<file path="src/rtl/mac_rr_scheduler.sv">
// mac_rr_scheduler: round-robin shared 8-bit MAC (a*b+c) with a one-entry registered result slot
// Optional MAC_SAT_EN: unsigned saturation of the result plus a registered sat_flag output.
module mac_rr_scheduler #(
  parameter int NUM_REQ = 4,
  parameter int DATA_W  = 8,
  localparam int ID_W   = $clog2(NUM_REQ)
) (
  input  logic                      clock,
  input  logic                      reset,
  input  logic [NUM_REQ-1:0]        req_valid,
  output logic [NUM_REQ-1:0]        req_ready,
  input  logic [NUM_REQ*DATA_W-1:0] req_a,
  input  logic [NUM_REQ*DATA_W-1:0] req_b,
  input  logic [NUM_REQ*DATA_W-1:0] req_c,
  output logic                      rsp_valid,
  input  logic                      rsp_ready,
  output logic [DATA_W-1:0]         rsp_data,
  output logic [ID_W-1:0]           rsp_id,
`ifdef MAC_SAT_EN
  output logic                      sat_flag,
`endif
  output logic                      busy
);
  localparam logic [0:0] EMPTY = 1'b0;
  localparam logic [0:0] FULL  = 1'b1;
  logic [0:0]        state_q, state_d;
  logic [DATA_W-1:0] data_q, data_d;
  logic [ID_W-1:0]   id_q, id_d;
  logic [ID_W-1:0]   ptr_q, ptr_d;
  logic [ID_W-1:0]   g;
  logic              found;
  logic              can_accept;
  logic              accept;
  logic [DATA_W-1:0] a_g, b_g, c_g;
  logic [DATA_W-1:0] res;
`ifdef MAC_SAT_EN
  logic              sat_q, sat_d;
  logic              sat;
  logic [2*DATA_W-1:0] sum;
`endif
  // Winner is the first valid requester at or after ptr, wrapping around.
  always_comb begin
    int idx;
    g = '0;
    found = 1'b0;
    idx = 0;
    for (int k = 0; k < NUM_REQ; k++) begin
      idx = int'(ptr_q) + k;
      if (idx >= NUM_REQ) idx = idx - NUM_REQ;
      if (!found && req_valid[idx]) begin
        g = ID_W'(idx);
        found = 1'b1;
      end
    end
  end
  assign can_accept = (state_q == EMPTY) || rsp_ready;
  assign accept     = found && can_accept && reset;
  assign req_ready  = accept ? (NUM_REQ'(1) << g) : '0;
  assign a_g = req_a[g*DATA_W +: DATA_W];
  assign b_g = req_b[g*DATA_W +: DATA_W];
  assign c_g = req_c[g*DATA_W +: DATA_W];
`ifdef MAC_SAT_EN
  // Full-width sum; clamp to all-ones when the upper half is non-zero.
  always_comb begin
    sum = (2*DATA_W)'(a_g) * (2*DATA_W)'(b_g) + (2*DATA_W)'(c_g);
    sat = |sum[2*DATA_W-1:DATA_W];
    res = sat ? '1 : sum[DATA_W-1:0];
  end
`else
  assign res = a_g * b_g + c_g;
`endif
  // Slot next-state: load on accept, otherwise drain when the consumer takes the result.
  always_comb begin
    state_d = state_q;
    data_d  = data_q;
    id_d    = id_q;
    ptr_d   = ptr_q;
`ifdef MAC_SAT_EN
    sat_d   = sat_q;
`endif
    if (accept) begin
      state_d = FULL;
      data_d  = res;
      id_d    = g;
      ptr_d   = (g == ID_W'(NUM_REQ - 1)) ? '0 : g + 1'b1;
`ifdef MAC_SAT_EN
      sat_d   = sat;
`endif
    end else if (rsp_ready) begin
      state_d = EMPTY;
    end
  end
  // Registered slot and round-robin pointer with synchronous active-low reset.
  always_ff @(posedge clock) begin
    if (!reset) begin
      state_q <= EMPTY;
      data_q  <= '0;
      id_q    <= '0;
      ptr_q   <= '0;
`ifdef MAC_SAT_EN
      sat_q   <= 1'b0;
`endif
    end else begin
      state_q <= state_d;
      data_q  <= data_d;
      id_q    <= id_d;
      ptr_q   <= ptr_d;
`ifdef MAC_SAT_EN
      sat_q   <= sat_d;
`endif
    end
  end
  assign rsp_valid = (state_q == FULL);
  assign rsp_data  = data_q;
  assign rsp_id    = id_q;
  assign busy      = rsp_valid | (|req_valid);
`ifdef MAC_SAT_EN
  assign sat_flag  = sat_q;
`endif
  // A pending request must stay valid until it is accepted.
  for (genvar i = 0; i < NUM_REQ; i++) begin : g_hold
    assert property (@(posedge clock) disable iff (!reset)
      req_valid[i] && !req_ready[i] |=> req_valid[i]);
  end
endmodule

</file>
<file path="config.mk">
export PLATFORM = sky130hd
export DESIGN_NAME = mac_rr_scheduler
export DESIGN_NICKNAME = d
export VERILOG_FILES = /design/src/rtl/mac_rr_scheduler.sv
export SDC_FILE = /design/constraint.sdc
export NUM_CORES = 1
export LEC_CHECK = 0
export ABC_AREA = 1
export CAP_MARGIN = 30
export CELL_PAD_IN_SITES_DETAIL_PLACEMENT = 1
export CELL_PAD_IN_SITES_GLOBAL_PLACEMENT = 1
export CORE_UTILIZATION = 30
export CTS_CLUSTER_SIZE = 8
export DETAILED_ROUTE_END_ITERATION = 8
export PLACE_DENSITY_LB_ADDON = 0.1
export SYNTH_ARGS = -nofsm -noshare
export SYNTH_HDL_FRONTEND = slang
export SYNTH_SLANG_ARGS = --single-unit
export TNS_END_PERCENT = 1
</file>
<file path="constraint.sdc">
create_clock -name clock -period 6.65 [get_ports clock]
set_input_delay 1.33 -clock clock [delete_from_list [all_inputs] [get_ports clock]]
set_output_delay 1.33 -clock clock [all_outputs]
set_load 0.005 [all_outputs]
</file>
==> summary.md <==
| Metric | Value |
|---|---|
| Worst-path clk slew | 0.06 ns |
| Core area | around 0.01 mm2 |
| Skew-Pair Late Insertion Delay | 0.24 ns |
| CP Class | in2reg |
| Sum of routed wire length over all layers | 12160 um |
| Remaining antenna violation count after routing | 0 |
| Remaining Overflow, GRT | 0 |
| Result of the run | finished, final reports clean |
| Port Buffers | 118 |
| Fraction of registers with async set or reset after synthesis | 0 |
| Starting DRC count in detailed routing | 84 |
| Inst Count DP | 786 |
| Worst setup EP type | register |
| Most instantiated flip-flop cell in the synthesis netlist | sky130_fd_sc_hd__dfxtp_1 |
| Highest clock rate | between 0.15 and 0.2 GHz |
| Clock Sinks | 13 |
| Critical Path Start Type | input pin |
| Arrival time at the worst endpoint | 6.55 ns |
| Number of optimization iterations in the first detailed-route pass | 5 |
| Detail-routed net length per standard cell | about 15 um |
| Post-detailed-placement half-perimeter wirelength | 9544 um |
| Clock Tree Buf Depth | 2 |
| Worst EP required | roughly 6.8 ns |
| Full die area | 0.01068 mm2 |
| DRC violations left | 0 |
| Initial antenna violation count | 0 |
| Most common cell on crit path | sky130_fd_sc_hd__nand2_1 |
| Accumulated negative setup slack | 0 ns |
| Final weighted congestion in routability-driven placement | between 0.8 and 0.9 |
| Period utilisation layout | 0.9659 |
| Top-Level Pins | 119 |
| Number of vias after detailed routing | 3890 |
| Relative slew margins | 0.6627 |
| Hold Crit Class | reg2reg |
| Post-synthesis sequential area ratio | 0.08448 |
| Gate count of the mapped netlist | 533 |
| Worst path max stage delay | 0.59 ns |
| Sequential Area | between 200 and 300 um2 |
| Maximum clock skew at final layout | 0.003595 ns |
| Largest net degree at the start of global routing | 44 |
| Starting density of the core | 0.3123 |
| Filler instances | 1303 |
| Site row count | 36 |
| CTS Root Cell | sky130_fd_sc_hd__clkbuf_8 |
| Number of nets in the layout | 816 |
| Post-layout utilization of the core | 0.4930 |
| Slew Limit Fails | 0 |
| Mean instance size in the synthesized netlist | 5.779 um2 |
| Signed area change from the synthesized netlist to the final layout | 57.88% |
| Final Critical Period | 6.423 ns |
| Cell area after synthesis | 0.003080 mm2 |
| Maximum capacitance violations | 0 |
| # H-tree levels | 1 |
| Die boundary width | 103.3 um |
| Net Count, Synth | 675 |
| Via count of the first global-routing pass | 3895 |
| Non-Filler Instances | 806 |
| Number of warnings printed during yosys synthesis | 0 |
| Via count normalized by instance count | 4.826 |
| Die extent in y | 103.3 um |
| Final Hold Slack | approximately 0.48 ns |
| Clock tree from TritonCTS | done |
| First-pass GRT wire length | 18040 um |
| Total setup violations reported at the end of the flow | 0 |
| Area used by multi-input combinational logic | 0.002312 mm2 |
| Crit Path Max Fanout | 8 |
| Most common cell after layout, fill and taps aside | sky130_fd_sc_hd__nand2_1 |
| Final hold violations | 0 |
| Transition at the pin with the smallest max-transition slack | 0.5044 ns |
| Overall fraction of global-route tracks in use | 0.2156 |
| Clock buffers created by TritonCTS | 3 |
| Commonest cells after routing, fill and taps aside | sky130_fd_sc_hd__nand2_1 (175), sky130_fd_sc_hd__clkdlybuf4s50_1 (116), sky130_fd_sc_hd__inv_1 (110), sky130_fd_sc_hd__nand3_1 (42), sky130_fd_sc_hd__buf_4 (25) |
| Count of flip-flops with a built-in enable after synthesis | 0 |
| Number of register bits inferred by synthesis | 13 |
| Number of diodes added for antenna fixing | 0 |
| Number of distinct library cell variants in the gate-level netlist after synthesis | 35 |
| Fraction of final layout cells with drive strength greater than 1 | 0.1382 |
| Slowest-stage cell, CP | sky130_fd_sc_hd__fa_2 |
[cell type report]
cell class,instances,area share
multi-input combinational,377,0.4754
timing repair buffer,158,0.3326
inverter,121,0.09493
sequential,13,0.05351
tap,133,0.03422
clock buffer,4,0.009262
[critical path: cells and delay by family]
family          cells  cell delay, ns
compound gates      1            0.18
fa+ha+maj           5            2.14
buf+inv             8            1.12
simple gates       21            1.77
[metrics by stage]
step                      worst slack [ns]  cell area [um2]
final                               0.2266             4863
after global placement             0.07785             4493
after detailed placement           -0.1791             4493
after floorplan                     0.5648             3080
after CTS                          0.04820             4538
after global routing              -0.03990             4863
[kinds of logic (layout without fill, tap and decap cells)]
group                    count (synthesis)  after routing  share of synthesized area
AND/OR/NAND/NOR                        291            291                     0.4228
buffers and inverters                  143            283                     0.1937
AO/OA/AOI/OAI                           42             42                    0.08246
adder cells (fa/ha/maj)                 39             39                     0.2023
flip-flops                              13             13                    0.08448
XOR/XNOR                                 5              5                    0.01422
[routing by layer]
metal,up-vias,GRT usage,part of all wire
met5,-,0,0
met4,0,0.05525,0.025
li1,1923,-,-
met2,105,0.4190,0.51
met1,1842,0.2545,0.43
met3,20,0.01478,0.035
[repair_timing]
action / CTS / global route
setup buffers: 0 / 10
gates resized for setup: 0 / 37
endpoints found under the setup margin: 0 / 1
hold buffers: 0 / 0
hold endpoints to repair: 0 / 0
[synth_stat cells, types with 3 or more instances]
| cell type | count | share of area |
|---|---|---|
| sky130_fd_sc_hd__nand3b_1 | 3 | 0.0073 |
| sky130_fd_sc_hd__xor2_1 | 3 | 0.0085 |
| sky130_fd_sc_hd__clkbuf_1 | 6 | 0.0073 |
| sky130_fd_sc_hd__nand2_1 | 183 | 0.22 |
| sky130_fd_sc_hd__o211ai_1 | 3 | 0.0073 |
| sky130_fd_sc_hd__buf_2 | 7 | 0.011 |
| sky130_fd_sc_hd__inv_2 | 5 | 0.0061 |
| sky130_fd_sc_hd__a21oi_1 | 15 | 0.024 |
| sky130_fd_sc_hd__nand4_1 | 23 | 0.047 |
| sky130_fd_sc_hd__a32o_1 | 5 | 0.016 |
| sky130_fd_sc_hd__buf_4 | 3 | 0.0073 |
| sky130_fd_sc_hd__or2_0 | 3 | 0.0061 |
| sky130_fd_sc_hd__inv_1 | 115 | 0.14 |
| sky130_fd_sc_hd__o21ai_0 | 13 | 0.021 |
| sky130_fd_sc_hd__dfxtp_1 | 13 | 0.084 |
| sky130_fd_sc_hd__nor2_1 | 16 | 0.019 |
| sky130_fd_sc_hd__nand3_1 | 46 | 0.075 |
| sky130_fd_sc_hd__ha_1 | 21 | 0.085 |
| sky130_fd_sc_hd__buf_6 | 5 | 0.018 |
| sky130_fd_sc_hd__nand2_2 | 9 | 0.018 |
| sky130_fd_sc_hd__fa_1 | 18 | 0.12 |
[final timing paths]
check | from | end | slack, ns | depth (start not counted)
max | req_valid[2] | rsp_data[7] | 0.23 | 35
min | rsp_data[3] | rsp_data[3] | 0.48 | 2
max reg2reg | ptr_q[0] | rsp_data[7] | 1.05 | 34
min reg2reg | rsp_data[3] | rsp_data[3] | 0.48 | 2
[flip-flops by register name, indices dropped and copies added (netlist names)]
| signal | flops |
|---|---|
| rsp_valid | 1 |
| ptr_q | 2 |
| rsp_data | 8 |
| rsp_id | 2 |
Power is left out: the tool's default activity adds up to more than one toggle a clock period on the data nets, which glitch-free logic cannot reach.
